### src/rtl/txpippm_sequencer.sv
// ---------------------------------------------------------------------------
// txpippm_sequencer
//
// Issues a burst of TX phase-interpolator PPM steps to a group of GT
// channels. A rising edge on start_in in IDLE captures the channel mask,
// step count and step size. The sequencer then raises TXPIPPMEN on the
// selected channels for EN_WIDTH cycles per step. Consecutive steps are
// separated by GAP_CYCLES low cycles. After the last step it emits a
// one-cycle done strobe.
//
// Ports:
//   gtwiz_userclk_tx_usrclk_in  TXUSRCLK, the only clock (rising edge)
//   gtwiz_reset_all_in          synchronous active-high reset
//   sel_in                      per-channel step enable mask
//   start_in                    request level, each rising edge = request
//   abort_in                    abort a running sequence
//   step_count_in               number of PI steps to issue
//   stepsize_in                 step magnitude
//   dir_in                      step direction (stepsize bit 4)
//   txpippmen_out               per-channel TXPIPPMEN
//   txpippmovrden_out           constant 0
//   txpippmsel_out              constant all ones
//   txpippmpd_out               constant 0
//   txpippmstepsize_out         {dir, magnitude} replicated per channel
//   busy_out                    high while pulses/gaps are being issued
//   done_out                    one-cycle completion strobe
//   steps_remaining_out         steps not yet issued
//   state_out                   debug view of the FSM state
// ---------------------------------------------------------------------------
module txpippm_sequencer #(
  parameter int CHANNEL_COUNT = 10,
  parameter int EN_WIDTH      = 2,
  parameter int GAP_CYCLES    = 4,
  parameter int COUNT_WIDTH   = 8
) (
  input  logic                       gtwiz_userclk_tx_usrclk_in,
  input  logic                       gtwiz_reset_all_in,
  input  logic [CHANNEL_COUNT-1:0]   sel_in,
  input  logic                       start_in,
  input  logic                       abort_in,
  input  logic [COUNT_WIDTH-1:0]     step_count_in,
  input  logic [3:0]                 stepsize_in,
  input  logic                       dir_in,
  output logic [CHANNEL_COUNT-1:0]   txpippmen_out,
  output logic [CHANNEL_COUNT-1:0]   txpippmovrden_out,
  output logic [CHANNEL_COUNT-1:0]   txpippmsel_out,
  output logic [CHANNEL_COUNT-1:0]   txpippmpd_out,
  output logic [CHANNEL_COUNT*5-1:0] txpippmstepsize_out,
  output logic                       busy_out,
  output logic                       done_out,
  output logic [COUNT_WIDTH-1:0]     steps_remaining_out,
  output logic [1:0]                 state_out
);

  typedef enum logic [1:0] {
    IDLE  = 2'b00,
    PULSE = 2'b01,
    GAP   = 2'b11,
    DONE  = 2'b10
  } state_t;

  state_t                   state;
  state_t                   next_state;
  logic                     start_q;
  logic                     armed;
  logic [7:0]               timer;
  logic [CHANNEL_COUNT-1:0] sel_q;
  logic [COUNT_WIDTH-1:0]   remaining;
  logic [4:0]               stepsize_q;

  logic start_edge;
  logic pulse_end;
  logic gap_end;
  logic last_step;

  // armed blocks a start_in that was already high when reset released
  // from being seen as a request until it has been observed low once.
  assign start_edge = start_in & ~start_q & armed;
  assign pulse_end  = (state == PULSE) && (timer == 8'(EN_WIDTH - 1));
  assign gap_end    = (state == GAP)   && (timer == 8'(GAP_CYCLES - 1));
  assign last_step  = (remaining == COUNT_WIDTH'(1));

  always_comb begin
    next_state = state;
    case (state)
      IDLE: begin
        if (start_edge)
          next_state = (step_count_in != '0) ? PULSE : DONE;
      end
      PULSE: begin
        if (abort_in)
          next_state = IDLE;
        else if (pulse_end)
          next_state = last_step ? DONE : GAP;
      end
      GAP: begin
        if (abort_in)
          next_state = IDLE;
        else if (gap_end)
          next_state = PULSE;
      end
      DONE:    next_state = IDLE;
      default: next_state = IDLE;
    endcase
  end

  // The timer restarts on every state change so it measures the time
  // spent in the current PULSE or GAP interval.
  always_ff @(posedge gtwiz_userclk_tx_usrclk_in) begin
    if (gtwiz_reset_all_in) begin
      state      <= IDLE;
      start_q    <= 1'b0;
      armed      <= 1'b0;
      timer      <= '0;
      sel_q      <= '0;
      remaining  <= '0;
      stepsize_q <= '0;
    end else begin
      state   <= next_state;
      start_q <= start_in;
      if (!start_in)
        armed <= 1'b1;
      if ((next_state != state) || (state == IDLE) || (state == DONE))
        timer <= '0;
      else
        timer <= timer + 8'd1;
      if ((state == IDLE) && start_edge) begin
        sel_q      <= sel_in;
        remaining  <= step_count_in;
        stepsize_q <= {dir_in, stepsize_in};
      end
      // An aborted pulse does not count as issued.
      if (pulse_end && !abort_in)
        remaining <= remaining - COUNT_WIDTH'(1);
    end
  end

  assign txpippmen_out       = (state == PULSE) ? sel_q : '0;
  assign txpippmovrden_out   = '0;
  assign txpippmsel_out      = '1;
  assign txpippmpd_out       = '0;
  assign txpippmstepsize_out = {CHANNEL_COUNT{stepsize_q}};
  assign busy_out            = (state == PULSE) || (state == GAP);
  assign done_out            = (state == DONE);
  assign steps_remaining_out = remaining;
  assign state_out           = state;

endmodule

### config.mk
export PLATFORM = sky130hd
export DESIGN_NAME = txpippm_sequencer
export DESIGN_NICKNAME = d
export VERILOG_FILES = /design/src/rtl/txpippm_sequencer.sv
export SDC_FILE = /design/constraint.sdc
export NUM_CORES = 1
export LEC_CHECK = 0
export ABC_AREA = 1
export CAP_MARGIN = 20
export CORE_MARGIN = 2
export CORE_UTILIZATION = 39
export DETAILED_ROUTE_END_ITERATION = 16
export PLACE_DENSITY = 0.77
export SYNTH_ARGS = -nofsm -noshare
export SYNTH_HDL_FRONTEND = slang
export SYNTH_SLANG_ARGS = --single-unit
### constraint.sdc
create_clock -name gtwiz_userclk_tx_usrclk_in -period 1.9 [get_ports gtwiz_userclk_tx_usrclk_in]
set_clock_uncertainty 0.2 [all_clocks]
set_input_delay 0.19 -clock gtwiz_userclk_tx_usrclk_in [delete_from_list [all_inputs] [get_ports gtwiz_userclk_tx_usrclk_in]]
set_output_delay 0.19 -clock gtwiz_userclk_tx_usrclk_in [all_outputs]
set_load 0.01 [all_outputs]
; After elaboration in Yosys (flattened, before gate mapping)
; Cells that the tools add are included.
[totals]
in_bits = 27
elab_cells = 42
regBits = 35
[classes]
n_mux = 11
n_addsub = 2
n_reduce_logical = 12
eq_ne = 7
bitwise_logic = 3
[op_table]
columns = cell, count
row1 = $eq A8 B1 Y1 const B, 2
row2 = $mux W8, 2
row3 = $mux W2, 6
row4 = $mux W10, 1
row5 = $add A8 B1 Y8 const B, 1
row6 = $eq A8 B2 Y1 const B, 1
row7 = $pmux W2 S4, 1
row8 = $reduce_bool A8 Y1, 1
row9 = $sub A8 B1 Y8 const B, 1
row10 = $eq A2 B2 Y1 const B, 2
row11 = $logic_and A1 B1 Y1, 4
row12 = $logic_or A1 B1 Y1, 3
row13 = $and A1 B1 Y1, 2
row14 = $eq A2 B1 Y1 const B, 1
row15 = $logic_not A2 Y1, 1
row16 = $ne A2 B2 Y1, 1
row17 = $reduce_bool A2 Y1, 1
row18 = $reduce_or A2 Y1, 1
row19 = $logic_not A1 Y1, 1
row20 = $mux W1, 1
row21 = $not A1 Y1, 1

; Longest topological paths before layout
[depth]
word_depth = 9
mapped_depth = 9
ltp_nobuf = 9

; Worst setup path before layout
; Ideal clock, no wire load.
[synth_timing]
path_type = reg-to-reg
startpoint = reg timer[0]
endpoint = reg remaining[4], in the netlist steps_remaining_out[4]
setup_time_ns = 0.132
stages_incl_launch_ff = 8
arrival_ns = 1.229
synth_period_minus_slack_ns = 1.561
path_slack_ns = 0.339
cell_sequence = dfxtp_1 > ha_1 > nand3_1 > nor2_2 > nand3_2 > buf_4 > o21ai_0 > a21oi_1
[synth_via]
elab_chain_cells = 4
[synth_lines]
columns = element, line_no
row1 = start: declaration, 66  ; logic [7:0] timer;
row2 = start signal: assignment, 126  ; timer <= timer + 8'd1;
row3 = $eq A8 B1 Y1 *, 79  ; assign pulse_end = (state == PULSE) && (timer == 8'(EN_WIDTH - 1));
row4 = $logic_and A1 B1 Y1 *, 79
row5 = $logic_and A1 B1 Y1 *, 133  ; if (pulse_end && !abort_in)
row6 = $mux W8 / $reduce_bool A2 Y1 (equally long branches), --
row7 = end signal: assignment, 129  ; remaining <= step_count_in;
row8 = end signal: assignment, 134  ; remaining <= remaining - COUNT_WIDTH'(1);
row9 = end: declaration, 68  ; logic [COUNT_WIDTH-1:0] remaining;
; Every way passes the cells marked *; elsewhere a longest branch is shown, timed or not.
; A chain may end at the register's enable or synchronous reset.

; Final worst setup path
[layout_timing]
startpoint = reg state[1], in the netlist state_out[1]
endpoint = out txpippmen_out[2]
[layout_via]
elab_chain_cells = 2
[layout_lines]
columns = element, line_no
row1 = start: declaration, 62  ; state_t state;
row2 = start signal: assignment, 119  ; state <= next_state;
row3 = $eq A2 B1 Y1, 138  ; assign txpippmen_out = (state == PULSE) ? sel_q : '0;
row4 = $mux W10, 138
row5 = end: declaration, 44  ; output logic [CHANNEL_COUNT-1:0] txpippmen_out,
; Every way passes these cells.

==> results.sh <==
export IMPL_outcome="finished clean"
export IMPL_multi_input_area_sq_um=1040
export IMPL_p_leak_nw=1.31
export IMPL_fmax_mhz=541
export IMPL_vias_per_cell=4.40
export IMPL_reg2reg_depth=8
export IMPL_first_global_vias=1679
export IMPL_cts_sinks=35
export IMPL_synth_edff_count=0
export IMPL_slew_viol_final=0
export IMPL_criticalPathCategory="reg2out"
export IMPL_final_area_sq_um=3140
export IMPL_critical_path_top_delay_family="buffers and inverters"
export IMPL_synth_seq_cells=35
export IMPL_drt_pass1_iter_count=4
export IMPL_synth_ff_type="dfxtp_1"
export IMPL_startpoint_type="flip-flop"
export IMPL_grt_antenna_before_repair=0
export IMPL_io_pins=129
export IMPL_placedCellCount=449
export IMPL_cts_max_path_buffers=2
export IMPL_gp_congestion=0.807
export IMPL_synthCells=325
export IMPL_chipWidth_um=81.7
export IMPL_synth_cell_area_sq_um=2360
export IMPL_synth_cell_type_count=29
export IMPL_die_height_um=81.7
export IMPL_cp_slowest_cell="clkdlybuf4s50_1"
export IMPL_grt_pass1_wl_um=7380
export IMPL_hold_class="reg2reg"
export IMPL_power_total_mw=1.97
export IMPL_ant_nets=0
export IMPL_clk_pin_slew_worst_paths_ns=0.07
export IMPL_avgSynthCellArea_sq_um=7.25
export IMPL_area_growth_pct=33.4
export IMPL_crit_path_end_kind="primary output"
export IMPL_dp_hpwl_um=3940
export IMPL_grt_use_met1_pct=15.1
export IMPL_min_path_cells=2
export IMPL_busiest_layer="met2"
export IMPL_setup_viol=0
export IMPL_dr_total_vias=2014
export IMPL_powerDensity_nw_per_um2=627
export IMPL_cp_required_ns=1.51
export IMPL_period_needed_ns=1.85
export IMPL_use_met2_pct=26.5
export IMPL_fin_crit_sh_pct=97.2
export IMPL_finalSetupTns_ns=0
export IMPL_wl_per_cell_um=11.0
export IMPL_grt_max_degree=17
export IMPL_ir_drop_v=0.000281
export IMPL_hold_viol_final=0
export IMPL_maxCapViolations=0
export IMPL_cts_tree="built"
export IMPL_finalWirelength_um=5060
export IMPL_worst_path_stages=4
export IMPL_cts_buffers=5
export IMPL_rsz0062_at_grt="false"
export IMPL_cts_root_buffer="clkbuf_8"
export IMPL_htree_levels=2
export IMPL_diodes=0
export IMPL_initial_core_util_pct=40.1
export IMPL_synthArstFlopShare_pct=0
export IMPL_gr_usage_met3_pct=5.38
export IMPL_clock_latency_ns=0.29
export IMPL_dieArea_sq_um=6680
export IMPL_drive_above_1_share_pct=9.66
export IMPL_finalNonFillerCells=458
export IMPL_yosys_warnings=0
export IMPL_num_fill_cells=558
export IMPL_grt_overflow=0
export IMPL_drtIter0Drc=80
export IMPL_num_rows=28
export IMPL_placed_cell_area_sq_um=2980
export IMPL_drc=0
export IMPL_worstPathCellList="inv_2, nand2_4, nor2_1, clkdlybuf4s50_1"
export IMPL_cp_arrival_ns=1.46
export IMPL_grt_use_total_pct=14.6
export IMPL_io_buffers=98
export IMPL_seq_area_frac_synth_pct=29.7
export IMPL_regArea_sq_um=704
export IMPL_crit_buf_inv=2
export IMPL_dp_slack_ns=0.0595
export IMPL_worstPathMaxFanout=11
export IMPL_nets=413
export IMPL_setup_ws_ns=0.0528
export IMPL_core_sq_um=5890
export IMPL_critPathMaxStageDelay_ns=0.55
[cells in the mapped netlist, drive strengths merged (2+ instances only)]
library cell / count / area (sq um)
ha: 4 / 50.1
nand3: 22 / 133
dfxtp: 35 / 701
conb: 2 / 7.51
nand2: 34 / 133
xor2: 7 / 61.3
inv: 32 / 120
clkbuf: 3 / 11.3
o21ai: 24 / 120
a21oi: 16 / 80.1
buf: 81 / 609
xnor2: 3 / 26.3
nor2: 56 / 249
[tightest hold or removal path, stage by stage, from the launching register on]
cell	delay, ns
dfxtp_1	0.30
inv_1	0.06
a21oi_1	0.06
[power by group]
| group | switching (mW) | internal, mW | total, mW |
|---|---|---|---|
| registers | 0.0283 | 0.762 | 0.790 |
| logic | 0.183 | 0.211 | 0.394 |
| clock network | 0.264 | 0.524 | 0.789 |
| total | 0.475 | 1.50 | 1.97 |
[flip-flops by register name, summed over array words and instances, names as in the netlist]
name	flops
sel_q	10
steps_remaining_out	8
timer	8
stepsize_q	5
state_out	2
armed	1
start_q	1
[cell type report]
cell class	instances	area share, %
clock buffer	6	2.31
clock inverter	2	1.91
inverter	32	3.82
multi-input combinational	202	32.9
sequential	35	22.4
tap	75	2.98
timing repair buffer	106	33.6
[layer usage]
metal / up-vias / part of all wire [%]
li1: 1019 / -
met1: 897 / 38
met2: 86 / 50
met3: 12 / 10
met4: 0 / 2.2
met5: - / 0
[path summary, 6_finish.rpt]
kind / from / slack (ns) / end
worst min-delay path: sel_q[6] / 0.25 / sel_q[6]
worst max register to register: timer[0] / 0.16 / steps_remaining_out[6]
worst min register to register: sel_q[6] / 0.25 / sel_q[6]
worst max-delay path: state_out[1] / 0.05 / txpippmen_out[2]
[metrics by stage]
stage / util [%] / hold WS (ns)
3_5_place_dp: 50.7 / 0.243
4_1_cts: 53.2 / 0.254
2_1_floorplan: - / 0.107
5_1_grt: 53.4 / 0.288
6_report: 53.4 / 0.251
3_3_place_gp: 50.7 / 0.242
[cells in the final DEF, fill, tap and decap left out]
cell	count
xnor2_1	3
clkbuf_1	1
nand3b_1	1
clkdlybuf4s50_1	95
ha_1	4
o32ai_2	1
inv_2	2
nor3_1	1
dlygate4sd2_1	1
dfxtp_4	1
clkbuf_8	5
o21ai_1	3
a21oi_1	16
nor2_1	46
nand2_1	31
nand3_2	1
buf_12	1
inv_1	30
o21ai_0	21
nor2_8	1
a31oi_1	1
xor2_1	7
buf_4	7
nand3_4	2
nor2_2	9
nand2_2	2
dfxtp_1	34
dlymetal6s2s_1	2
nand2_4	1
nand4_2	1
or2_4	1
bufinv_16	2
nand3_1	19
conb_1	30
[timing repair]
| item | 4_1_cts | 5_1_grt |
|---|---|---|
| gates resized for setup | 4 | 4 |
| setup buffers | 1 | 0 |
| endpoints found under the setup margin | 10 | 20 |
| hold buffers | 0 | 0 |
[logic make-up after synthesis]
group / Yosys count / synth area share (%)
simple gates: 116 / 23.2
compound gates: 42 / 9.45
buf+inv: 116 / 31.4
other cells: 2 / 0.319
xor+xnor: 10 / 3.72
flops: 35 / 29.7
fa+ha+maj: 4 / 2.12
Power figures use the tool's default switching activity.
==> patch: new RTL, same flow settings <==
Register the inputs `sel_in`, `start_in`, `abort_in`, `step_count_in`, `stepsize_in` and `dir_in` before use, cleared by the reset. The logic sees them one clock later.
--- a/src/rtl/txpippm_sequencer.sv
+++ b/src/rtl/txpippm_sequencer.sv
@@ -59,6 +59,31 @@
     DONE  = 2'b10
   } state_t;
 
+  logic [CHANNEL_COUNT-1:0] sel_r;
+  logic start_r;
+  logic abort_q;
+  logic [COUNT_WIDTH-1:0] step_count_q;
+  logic [3:0] stepsize_r;
+  logic dir_q;
+
+  always_ff @(posedge gtwiz_userclk_tx_usrclk_in) begin
+    if (gtwiz_reset_all_in) begin
+      sel_r        <= '0;
+      start_r      <= '0;
+      abort_q      <= '0;
+      step_count_q <= '0;
+      stepsize_r   <= '0;
+      dir_q        <= '0;
+    end else begin
+      sel_r        <= sel_in;
+      start_r      <= start_in;
+      abort_q      <= abort_in;
+      step_count_q <= step_count_in;
+      stepsize_r   <= stepsize_in;
+      dir_q        <= dir_in;
+    end
+  end
+
   state_t                   state;
   state_t                   next_state;
   logic                     start_q;
@@ -75,7 +100,7 @@
 
   // armed blocks a start_in that was already high when reset released
   // from being seen as a request until it has been observed low once.
-  assign start_edge = start_in & ~start_q & armed;
+  assign start_edge = start_r & ~start_q & armed;
   assign pulse_end  = (state == PULSE) && (timer == 8'(EN_WIDTH - 1));
   assign gap_end    = (state == GAP)   && (timer == 8'(GAP_CYCLES - 1));
   assign last_step  = (remaining == COUNT_WIDTH'(1));
@@ -85,16 +110,16 @@
     case (state)
       IDLE: begin
         if (start_edge)
-          next_state = (step_count_in != '0) ? PULSE : DONE;
+          next_state = (step_count_q != '0) ? PULSE : DONE;
       end
       PULSE: begin
-        if (abort_in)
+        if (abort_q)
           next_state = IDLE;
         else if (pulse_end)
           next_state = last_step ? DONE : GAP;
       end
       GAP: begin
-        if (abort_in)
+        if (abort_q)
           next_state = IDLE;
         else if (gap_end)
           next_state = PULSE;
@@ -117,20 +142,20 @@
       stepsize_q <= '0;
     end else begin
       state   <= next_state;
-      start_q <= start_in;
-      if (!start_in)
+      start_q <= start_r;
+      if (!start_r)
         armed <= 1'b1;
       if ((next_state != state) || (state == IDLE) || (state == DONE))
         timer <= '0;
       else
         timer <= timer + 8'd1;
       if ((state == IDLE) && start_edge) begin
-        sel_q      <= sel_in;
-        remaining  <= step_count_in;
-        stepsize_q <= {dir_in, stepsize_in};
+        sel_q      <= sel_r;
+        remaining  <= step_count_q;
+        stepsize_q <= {dir_q, stepsize_r};
       end
       // An aborted pulse does not count as issued.
-      if (pulse_end && !abort_in)
+      if (pulse_end && !abort_q)
         remaining <= remaining - COUNT_WIDTH'(1);
     end
   end
Check against the original RTL: not equivalent (Yosys sat finds a counterexample within 4 cycles, from zero or initial values and one cycle with gtwiz_reset_all_in high).
==> patch against the unedited design <==
Cell count is 21% higher; power is 36% higher; count of clock-buffer cells in the layout is 5 higher; die area is 27% higher; sequential share of layout area is 9.3 points higher; sequential cell count is 25 higher; wire length is 20% higher; area after synthesis is 29% higher; critical path depth is 3 lower; cell area is 21% higher; setup slack better by 0.058 ns; global-route usage is 0.11 points lower; highest routed layer unchanged.
==> patch: results (changes against the unedited design) <==
| Metric | Value |
|---|---|
| Largest registers | `sel_q x10, sel_r x10` |
| Hold Path Class | `in2reg` |
| Peak fanout along the critical path | `5 (-6)` |
| R2R Path End | `timer[2]` |
| DP Wirelength | `4460 um (+13%)` |
| GRT Overall Usage | `14.5% (-0.11 points)` |
| Outcome | `finished, final reports clean` |
| Worst setup startpoint | `steps_remaining_out[5]` |
| Non-Filler Instances | `554 (+21%)` |
| Ant diodes | `0 (unchanged)` |
| First-pass GRT wire length | `9630 um (+31%)` |
| Htree depth | `3 (+1)` |
| Clock root buffer | `clkbuf_8` |
| Hold depth | `3 (+1)` |
| Ys async rst share | `0% (unchanged)` |
| Largest net degree at the start of global routing | `36 (+19)` |
| Post-synthesis compound-gate area fraction | `7.50% (-1.9 points)` |
| Post-synthesis adder-cell area fraction | `1.65% (-0.47 points)` |
| Placed Instance Area | `0.00364 mm^2 (+22%)` |
| Static Leak | `1.68 nW (+28%)` |
| Post-CTS resize count | `11 (+7)` |
| R2r worst-path depth | `7 (-1)` |
| Cells after synthesis | `394 (+21%)` |
| R2R Path Start | `timer[0]` |
| Hold Startpoint | `sel_in[8]` |
| Post-CTS Setup Inserts | `0 (-1)` |
| Crit path DAT | `1.40 ns (-0.06 ns)` |
| Crit path to | `steps_remaining_out[5]` |
| Initial DRC count | `77 (-3.8%)` |
| Initial antenna violation count | `0 (unchanged)` |
| Netlist cell types | `32 (+10%)` |
| Port Buffers | `98 (unchanged)` |
| Post-Route WL | `6060 um (+20%)` |
| Number of global-route vias before repair | `2125 (+27%)` |
| Worst path top cell family by delay | `buffers and inverters` |
| Final nets | `478 (+16%)` |
| Crit-path max cell delay | `0.61 ns (+0.06 ns)` |
| Seq/Total Area, Yosys | `39.6% (+9.8 points)` |
| Worst Hold Endpoint | `sel_r[8]` |
| Post-synthesis xor/xnor area fraction | `3.46% (-0.25 points)` |
| Sw Ratio | `25.6% (+1.5 points)` |
| Top cells by count, synth | `75 x buf_4, 69 x nor2_1, 60 x dfxtp_1` |
| CTS buffer count | `9 (+4)` |
| Worst IR drop on VDD | `0.000283 V (+0.65%)` |
| Synth top area cells | `dfxtp_1 40%, buf_4 19%, nor2_1 8.5%` |
| Gp weighted congestion | `0.831 (+2.9%)` |
| Share of cells above drive strength 1 | `10.2% (+0.52 points)` |
| Worst skew pair latency | `0.34 ns (+0.05 ns)` |
| Vias per cell | `4.26 (-3.1%)` |
| Placed Cells | `538 (+20%)` |
patch: routing by layer:
layer	vias to the layer above	wire (um)	track usage [%]
met5	-	0	0
met4	0	68	6.09
met3	4	528	5.92
met2	105	2840	24.6
met1	1055	2620	16.0
li1	1197	-	-
patch: layout make-up:
class                   count  area (um^2)
fillers                   753         3840
flip-flops and latches     60         1210
multi-input cells         223         1110
repair buffers            101          990
inverters                  52          198
clock buffers              11          141
well taps                 102          128
clock inverters             5         27.5
patch: per-stage QoR:
stage | setup slack [ns] | hold WS (ns)
floorplan | 0.366 | 0.0970
global placement | 0.197 | 0.230
CTS | 0.0203 | 0.155
finish | 0.111 | 0.169
detailed placement | 0.132 | 0.238
global route | 0.0294 | 0.166
patch: power groups by stage:
stage                     Combinational [W]  Clock (W)  Sequential [W]
after global placement             0.000354          0         0.00137
final                              0.000359   0.000976         0.00134
after detailed placement           0.000360          0         0.00137
after CTS                          0.000360    0.00100         0.00134
after floorplan                    0.000277          0         0.00137
after global routing               0.000395    0.00105         0.00135
